==> config.mk <==
export PLATFORM = sky130hd
export DESIGN_NAME = day3_group_sequencer
export DESIGN_NICKNAME = d
export VERILOG_FILES = /design/src/rtl/day3_group_sequencer.sv
export SDC_FILE = /design/constraint.sdc
export NUM_CORES = 1
export LEC_CHECK = 0
export CAP_MARGIN = 25
export CORE_MARGIN = 8
export CORE_UTILIZATION = 55
export CTS_CLUSTER_SIZE = 24
export DETAILED_ROUTE_END_ITERATION = 8
export PLACE_DENSITY_LB_ADDON = 0.25
export SETUP_SLACK_MARGIN = 0.02
export SLEW_MARGIN = 30
export SYNTH_ARGS = -nofsm -noshare
export SYNTH_HDL_FRONTEND = slang
export SYNTH_SLANG_ARGS = --single-unit
export TNS_END_PERCENT = 50
==> constraint.sdc <==
create_clock -name clk -period 6.8 [get_ports clk]
set_input_delay 1.36 -clock clk [delete_from_list [all_inputs] [get_ports clk]]
set_output_delay 1.36 -clock clk [all_outputs]
set_load 0.05 [all_outputs]
==> src/rtl/day3_group_sequencer.sv <==
// Walks a byte-coded ROM of item lines in groups of three. For each group it
// adds the lowest priority common to all three lines to a running sum.
module day3_group_sequencer #(
  parameter int unsigned ADDR_W   = 14,
  parameter int unsigned MAX_PRIO = 52
) (
  input  logic              clk,
  input  logic              rst,
  input  logic              start,
  output logic [ADDR_W-1:0] rom_addr,
  input  logic [7:0]        rom_data,
  output logic [31:0]       sum,
  output logic [15:0]       group_count,
  output logic              busy,
  output logic              done,
  output logic              error
);

  localparam int unsigned MASK_W = 64;
  localparam logic [7:0]  MAX_BYTE = 8'(MAX_PRIO);
  // Legal priorities occupy bits MAX_PRIO..1; bit 0 is never a priority.
  localparam logic [MASK_W-1:0] PRIO_BITS =
    ((MASK_W'(1) << (MAX_PRIO + 1)) - MASK_W'(1)) & ~MASK_W'(1);

  typedef enum logic [1:0] {
    ST_IDLE = 2'd0,
    ST_READ = 2'd1,
    ST_EVAL = 2'd2,
    ST_DONE = 2'd3
  } state_t;

  state_t            state;
  logic [MASK_W-1:0] mask [3];
  logic [1:0]        k;
  logic              line_empty;

  logic [MASK_W-1:0] common_c;
  logic [5:0]        low_idx_c;
  logic              addr_last_c;

  // Items present in all three lines of the group, limited to legal priorities.
  assign common_c    = mask[0] & mask[1] & mask[2] & PRIO_BITS;
  assign addr_last_c = (rom_addr == {ADDR_W{1'b1}});

  // Lowest set bit of the common mask; scanning downward keeps the smallest.
  always_comb begin
    low_idx_c = 6'd0;
    for (int i = MASK_W - 1; i >= 1; i--) begin
      if (common_c[i]) low_idx_c = 6'(i);
    end
  end

  // Sequencer: state, ROM address, line masks and all registered outputs.
  always_ff @(posedge clk) begin
    if (rst) begin
      state       <= ST_IDLE;
      rom_addr    <= '0;
      mask[0]     <= '0;
      mask[1]     <= '0;
      mask[2]     <= '0;
      k           <= 2'd0;
      line_empty  <= 1'b1;
      sum         <= 32'd0;
      group_count <= 16'd0;
      busy        <= 1'b0;
      done        <= 1'b0;
      error       <= 1'b0;
    end else begin
      case (state)
        ST_IDLE, ST_DONE: begin
          if (start) begin
            state       <= ST_READ;
            rom_addr    <= '0;
            mask[0]     <= '0;
            mask[1]     <= '0;
            mask[2]     <= '0;
            k           <= 2'd0;
            line_empty  <= 1'b1;
            sum         <= 32'd0;
            group_count <= 16'd0;
            busy        <= 1'b1;
            done        <= 1'b0;
            error       <= 1'b0;
          end
        end

        ST_READ: begin
          if (rom_data == 8'd0 && line_empty) begin
            // End of data; an unfinished group is a fault and is dropped.
            state   <= ST_DONE;
            busy    <= 1'b0;
            done    <= 1'b1;
            mask[0] <= '0;
            mask[1] <= '0;
            mask[2] <= '0;
            k       <= 2'd0;
            if (k != 2'd0) error <= 1'b1;
          end else if (addr_last_c) begin
            // Running off the top of the ROM ends the run rather than wrapping.
            state   <= ST_DONE;
            busy    <= 1'b0;
            done    <= 1'b1;
            error   <= 1'b1;
            mask[0] <= '0;
            mask[1] <= '0;
            mask[2] <= '0;
            k       <= 2'd0;
          end else begin
            rom_addr <= rom_addr + ADDR_W'(1);
            if (rom_data == 8'd0) begin
              line_empty <= 1'b1;
              if (k == 2'd2) state <= ST_EVAL;
              else           k     <= k + 2'd1;
            end else begin
              line_empty <= 1'b0;
              if (rom_data <= MAX_BYTE) mask[k][rom_data[5:0]] <= 1'b1;
              else                      error                  <= 1'b1;
            end
          end
        end

        ST_EVAL: begin
          if (common_c == '0) error <= 1'b1;
          else                sum   <= sum + 32'(low_idx_c);
          if (group_count != 16'hFFFF) group_count <= group_count + 16'd1;
          mask[0] <= '0;
          mask[1] <= '0;
          mask[2] <= '0;
          k       <= 2'd0;
          state   <= ST_READ;
        end

        default: state <= ST_IDLE;
      endcase
    end
  end

endmodule

# Yosys cells after proc, flatten, opt, wreduce, memory -nomap -nowiden
# Memory sizes are Yosys's and may differ from the RTL's.
# Cells that the tools add are included.
# word_totals
reg_bits,70
ramBits,192
in_bits,11
out_inout_bits,65
word_cells,202
memories,1
# classes
addsub,4
order_cmp,3
n_eq_ne,19
n_mux,135
bitwise,14
reduce_logical,17
# mem_list
name,words,word_bits,read_ports,rd_ports_with_merged_regs,wr,line_no,rtl
mask,3,64,3,0,3,33,logic [MASK_W-1:0] mask [3];
# ops
op,count
$mux W64,15
$mux W6,52
$and A53 B53 Y53,2
$logic_not A64 Y1,1
$mux W32,2
$pmux W32 S2,1
$reduce_or A64 Y1,1
$mux W14,3
$mux W1,40
$add A32 B6 Y32,1
$mux W16,2
$pmux W16 S2,1
$pmux W14 S2,1
$mux W2,11
$ne A4 B4 Y1 const B,5
$add A16 B1 Y16 const B,1
$ne A16 B16 Y1 const B,1
$reduce_and A3 Y1,5
$add A14 B1 Y14 const B,1
$eq A14 B14 Y1 const B,1
$ne A2 B2 Y1 const B,6
$or A1 B1 Y1,12
$pmux W2 S3,2
$le A8 B6 Y1 const B,1
other kinds (16),24

# Logic depth before layout (Yosys ltp)
# An unclocked memory read counts as a cell.
# depth
word_depth,58
ltp_mapped,16
depth_no_buf,16

# Least setup slack after synthesis
# Ideal clock, no wire load.
# synth_timing
path_kind,reg-to-reg
startpoint,memory mask[2][51]
endpoint,register sum[11]
setup_time_ns,0.070
arrival_time_ns,2.941
t_required_ns,6.730
path_slack_ns,3.788
path_stages_with_launch,16
path_buffers,0
path_cell_list,dfxtp_1 and3_1 o211ai_1 a31oi_1 o211ai_1 a21oi_1 a21oi_1 o31ai_1 ha_1 a21o_1 a21oi_1 o21ai_0 a21oi_1 nor2_1 or4b_2 a21oi_1
# synth_rtl
element,line_no,rtl
from (decl),33,
to (signal assigned),124,else sum <= sum + 32'(low_idx_c);
to (decl),12,"output logic [31:0] sum,"

==> summary.md <==
| Metric | Value |
|---|---|
| Number of DRC markers in iteration 0 | 733 |
| DRC violations left | 0 |
| Number of I/O pins | 76 |
| Ranking of synthesized cells by instance count | sky130_fd_sc_hd__dfxtp_1, sky130_fd_sc_hd__nand2_1, sky130_fd_sc_hd__a22o_1, sky130_fd_sc_hd__nand3_1, sky130_fd_sc_hd__o21ai_0 |
| Highest ir drop seen on vdd | 0.000231 V |
| Run status | completed |
| Buffers and inverters on the worst path | 2 |
| Power density relative to cell area | 282 mW/mm^2 |
| Slowest stage cell on the critical path | sky130_fd_sc_hd__a21oi_4 |
| Final layout net count | 1141 |
| Worst R2R Setup Slack | 2.94 ns |
| Leading register cell type out of synthesis | sky130_fd_sc_hd__dfxtp_1 |
| Fraction of the cycle the final worst path needs | 0.588 |
| H-tree level count | 1 |
| Cell leakage power | 4.11 nW |
| Synth Cell Area | 0.00960 mm^2 |
| List of cells traversed by the critical path | clkdlybuf4s50_1, nor3_1, nand4_1, nand2b_1, a21oi_4, buf_4, a22o_1 |
| Crit path required time | 7.25 ns |
| Layout cell share with drive strength beyond 1 | 0.0531 |
| Per-instance average area after synthesis | 9.00 um^2 |
| Setup crit end kind | register |
| Number of max-cap violations | 0 |
| Clock network latency to the later pin of the worst-skew pair | 0.51 ns |
| Starting Density | 0.559 |
| Data arrival time of the critical path | 4.45 ns |
| Net Count, Synth | 1091 |
| Resized Gates After CTS | 0 |
| Drt first pass iters | 5 |
| Antenna violations before repair | 0 |
| Area grow syn2layout | 17.1% |
| TritonCTS clock tree | built |
| Number of synthesized flops with an enable pin | 0 |
| Horizontal die dimension | 148 um |
| Final hold violation count | 0 |
| Top post-synthesis cells by area | sky130_fd_sc_hd__dfxtp_1, sky130_fd_sc_hd__a22o_1, sky130_fd_sc_hd__nand3_1 |
| Number of routed nets with antenna violations | 0 |
| # diodes | 0 |
| PortBufs | 75 |
| Floorplan row count | 48 |
| Setup Total Neg Slack | 0 ns |
| Number of warnings printed during yosys synthesis | 0 |
| Distinct cell type count of the synthesized netlist | 59 |
| Cts hold-fix bufs | 0 |
| Detailed placer's ending HPWL | 17000 um |
| Synthesized flop and latch total | 226 |
| Fraction of the yosys area taken by sequential cells | 0.472 |
| Clk Tree Root Cell | sky130_fd_sc_hd__clkbuf_16 |
| Top achievable clock speed | 250 MHz |
| Clock transition at the register clock pins on the worst setup and hold paths after CTS | 0.06 ns |
| Total wirelength of the detailed-routed design | 24600 um |
| Core area | 0.0172 mm^2 |
| Number of failing setup endpoints in the final timing report | 0 |
| Transition at the pin with the smallest max-transition slack | 0.980 ns |
| Post-synthesis instance total | 1066 |
| GP Congestion | 0.900 |
| Async set-or-reset flop fraction in the synthesized netlist | 0 |
| Share of the synthesized area in the top cell type | 0.472 |
| RSZ-0062 raised after global routing | false |
| Leftover overflow at the end of global routing | 0 |
| Global-route wire length before repair | 39900 um |
| Worst clock skew on the final layout | 0.0139 ns |
| Maximum number of buffers from clock root to sink | 3 |
| Chip Height | 148 um |
| FILL cells | 1438 |
| Cell accounting for the most synthesized area | sky130_fd_sc_hd__dfxtp_1 |
| Average routed wire per standard cell | 18.1 um |
| CP delay by family, top | buffers and inverters |
| Area of combinational cells with multiple inputs | 0.00477 mm^2 |
| Final slew viol count | 0 |
| Largest incremental delay on the critical path | 0.76 ns |
| Number of global-route vias before repair | 7597 |
| Area enclosed by the die boundary | 0.0219 mm^2 |
| Hold crit path type | reg2reg |
| Fin util | 0.654 |
| TritonCTS Sinks | 226 |
| FF+latch area | 0.00452 mm^2 |
| Crit Path Class | in2reg |
| Overall track demand over capacity in global routing | 0.216 |
| Final min period | 4.00 ns |
| Crit start category | input port |
| Maximum fanout count along the critical path | 66 |
| Via-to-Cell Ratio | 6.13 |
| Post-CTS Setup Repair Bufs | 0 |
| Tightest slew margin relative to the limit | 0.345 |
| Number of CTS-inserted buffers | 24 |
| Maximum number of pins on one net before global-route repair | 67 |
| Vias after detailed routing | 8309 |
| Count leader, synth | sky130_fd_sc_hd__dfxtp_1 |
==> tightest hold or removal path: stages (launching register included) <==
cell and delay, ns:
sky130_fd_sc_hd__dfxtp_1 0.32, sky130_fd_sc_hd__nand2_1 0.04, sky130_fd_sc_hd__o21ai_0 0.06
==> state kept, by name, summed over array words and instances (netlist names) <==
name,cells
rom_addr,14
mask,156
error,1
state,2
sum,32
k,2
group_count,16
line_empty,1
done,1
busy,1
==> through the flow <==
step | instance area [um^2] | total power [mW] | hold WS (ns) | instances | setup WS (ns)
finish | 11200 | 3.16 | 0.452 | 1356 | 2.80
global route | 11200 | 3.28 | 0.483 | 1356 | 2.54
global placement | 10400 | 1.86 | 0.434 | 1315 | 2.37
CTS | 11200 | 3.17 | 0.456 | 1356 | 2.85
floorplan | 9600 | 1.77 | 0.425 | 1066 | 3.79
detailed placement | 10400 | 1.87 | 0.442 | 1315 | 2.30
==> cell families (layout without fill, tap and decap cells) <==
family	after synthesis	count (layout)	share of synthesized area
simple gates	444	444	0.237
compound gates	270	270	0.200
flops	226	226	0.472
buf+inv	71	136	0.0338
xor+xnor	27	27	0.0246
fa+ha+maj	14	14	0.0190
mux	14	14	0.0146
==> placed cells by master (no fill, tap or decap), types with 4 or more instances in the layout <==
cell	count
sky130_fd_sc_hd__nand2_1	120
sky130_fd_sc_hd__buf_4	7
sky130_fd_sc_hd__nand3_1	93
sky130_fd_sc_hd__mux2i_1	14
sky130_fd_sc_hd__o21ai_0	63
sky130_fd_sc_hd__nor4_1	16
sky130_fd_sc_hd__xor2_1	11
sky130_fd_sc_hd__o41ai_1	5
sky130_fd_sc_hd__o21bai_1	4
sky130_fd_sc_hd__nand4_1	24
sky130_fd_sc_hd__nor3_1	21
sky130_fd_sc_hd__nand3b_1	4
sky130_fd_sc_hd__dfxtp_1	226
sky130_fd_sc_hd__nand2b_1	16
sky130_fd_sc_hd__clkbuf_1	4
sky130_fd_sc_hd__clkbuf_16	25
sky130_fd_sc_hd__or4_1	4
sky130_fd_sc_hd__nor2_1	58
sky130_fd_sc_hd__and3_1	15
sky130_fd_sc_hd__inv_1	13
sky130_fd_sc_hd__o211ai_1	7
sky130_fd_sc_hd__a22o_1	114
sky130_fd_sc_hd__o31ai_1	6
sky130_fd_sc_hd__ha_1	13
sky130_fd_sc_hd__clkbuf_8	6
sky130_fd_sc_hd__xnor2_1	16
sky130_fd_sc_hd__and2_1	7
sky130_fd_sc_hd__nor2_2	6
sky130_fd_sc_hd__a21oi_1	42
sky130_fd_sc_hd__clkdlybuf4s50_1	75
sky130_fd_sc_hd__or3_1	29
sky130_fd_sc_hd__a31oi_1	6
sky130_fd_sc_hd__and4_1	8
sky130_fd_sc_hd__nor4b_1	4
==> layer usage <==
layer,wire (um),global-route usage
met2,11300,0.346
met5,0,0
met4,415,0.0525
met3,1580,0.0295
met1,11300,0.303
==> final cells by class <==
type | instances | share of cell area
Multi-Input combinational cell | 769 | 0.425
Sequential cell | 226 | 0.403
Timing Repair Buffer | 82 | 0.0715
Clock buffer | 35 | 0.0644
Tap cell | 225 | 0.0251
Clock inverter | 6 | 0.00735
Inverter | 13 | 0.00434
==> worst paths after layout <==
| check | endpoint | startpoint | cells after the start |
|---|---|---|---|
| setup / recovery | mask[2][46] | rom_data[1] | 7 |
| hold / removal | mask[2][5] | mask[2][5] | 2 |
| setup reg to reg | sum[28] | mask[2][29] | 16 |
| hold reg to reg | mask[2][5] | mask[2][5] | 2 |
==> report_power, final <==
part | switching [mW] | internal, mW | leakage, nW
clock | 0.510 | 0.808 | 0.396
combinational | 0.373 | 0.115 | 1.89
sequential | 0.0146 | 1.34 | 1.82
total | 0.898 | 2.27 | 4.11
Note: power is estimated with default switching activity, not from simulation.
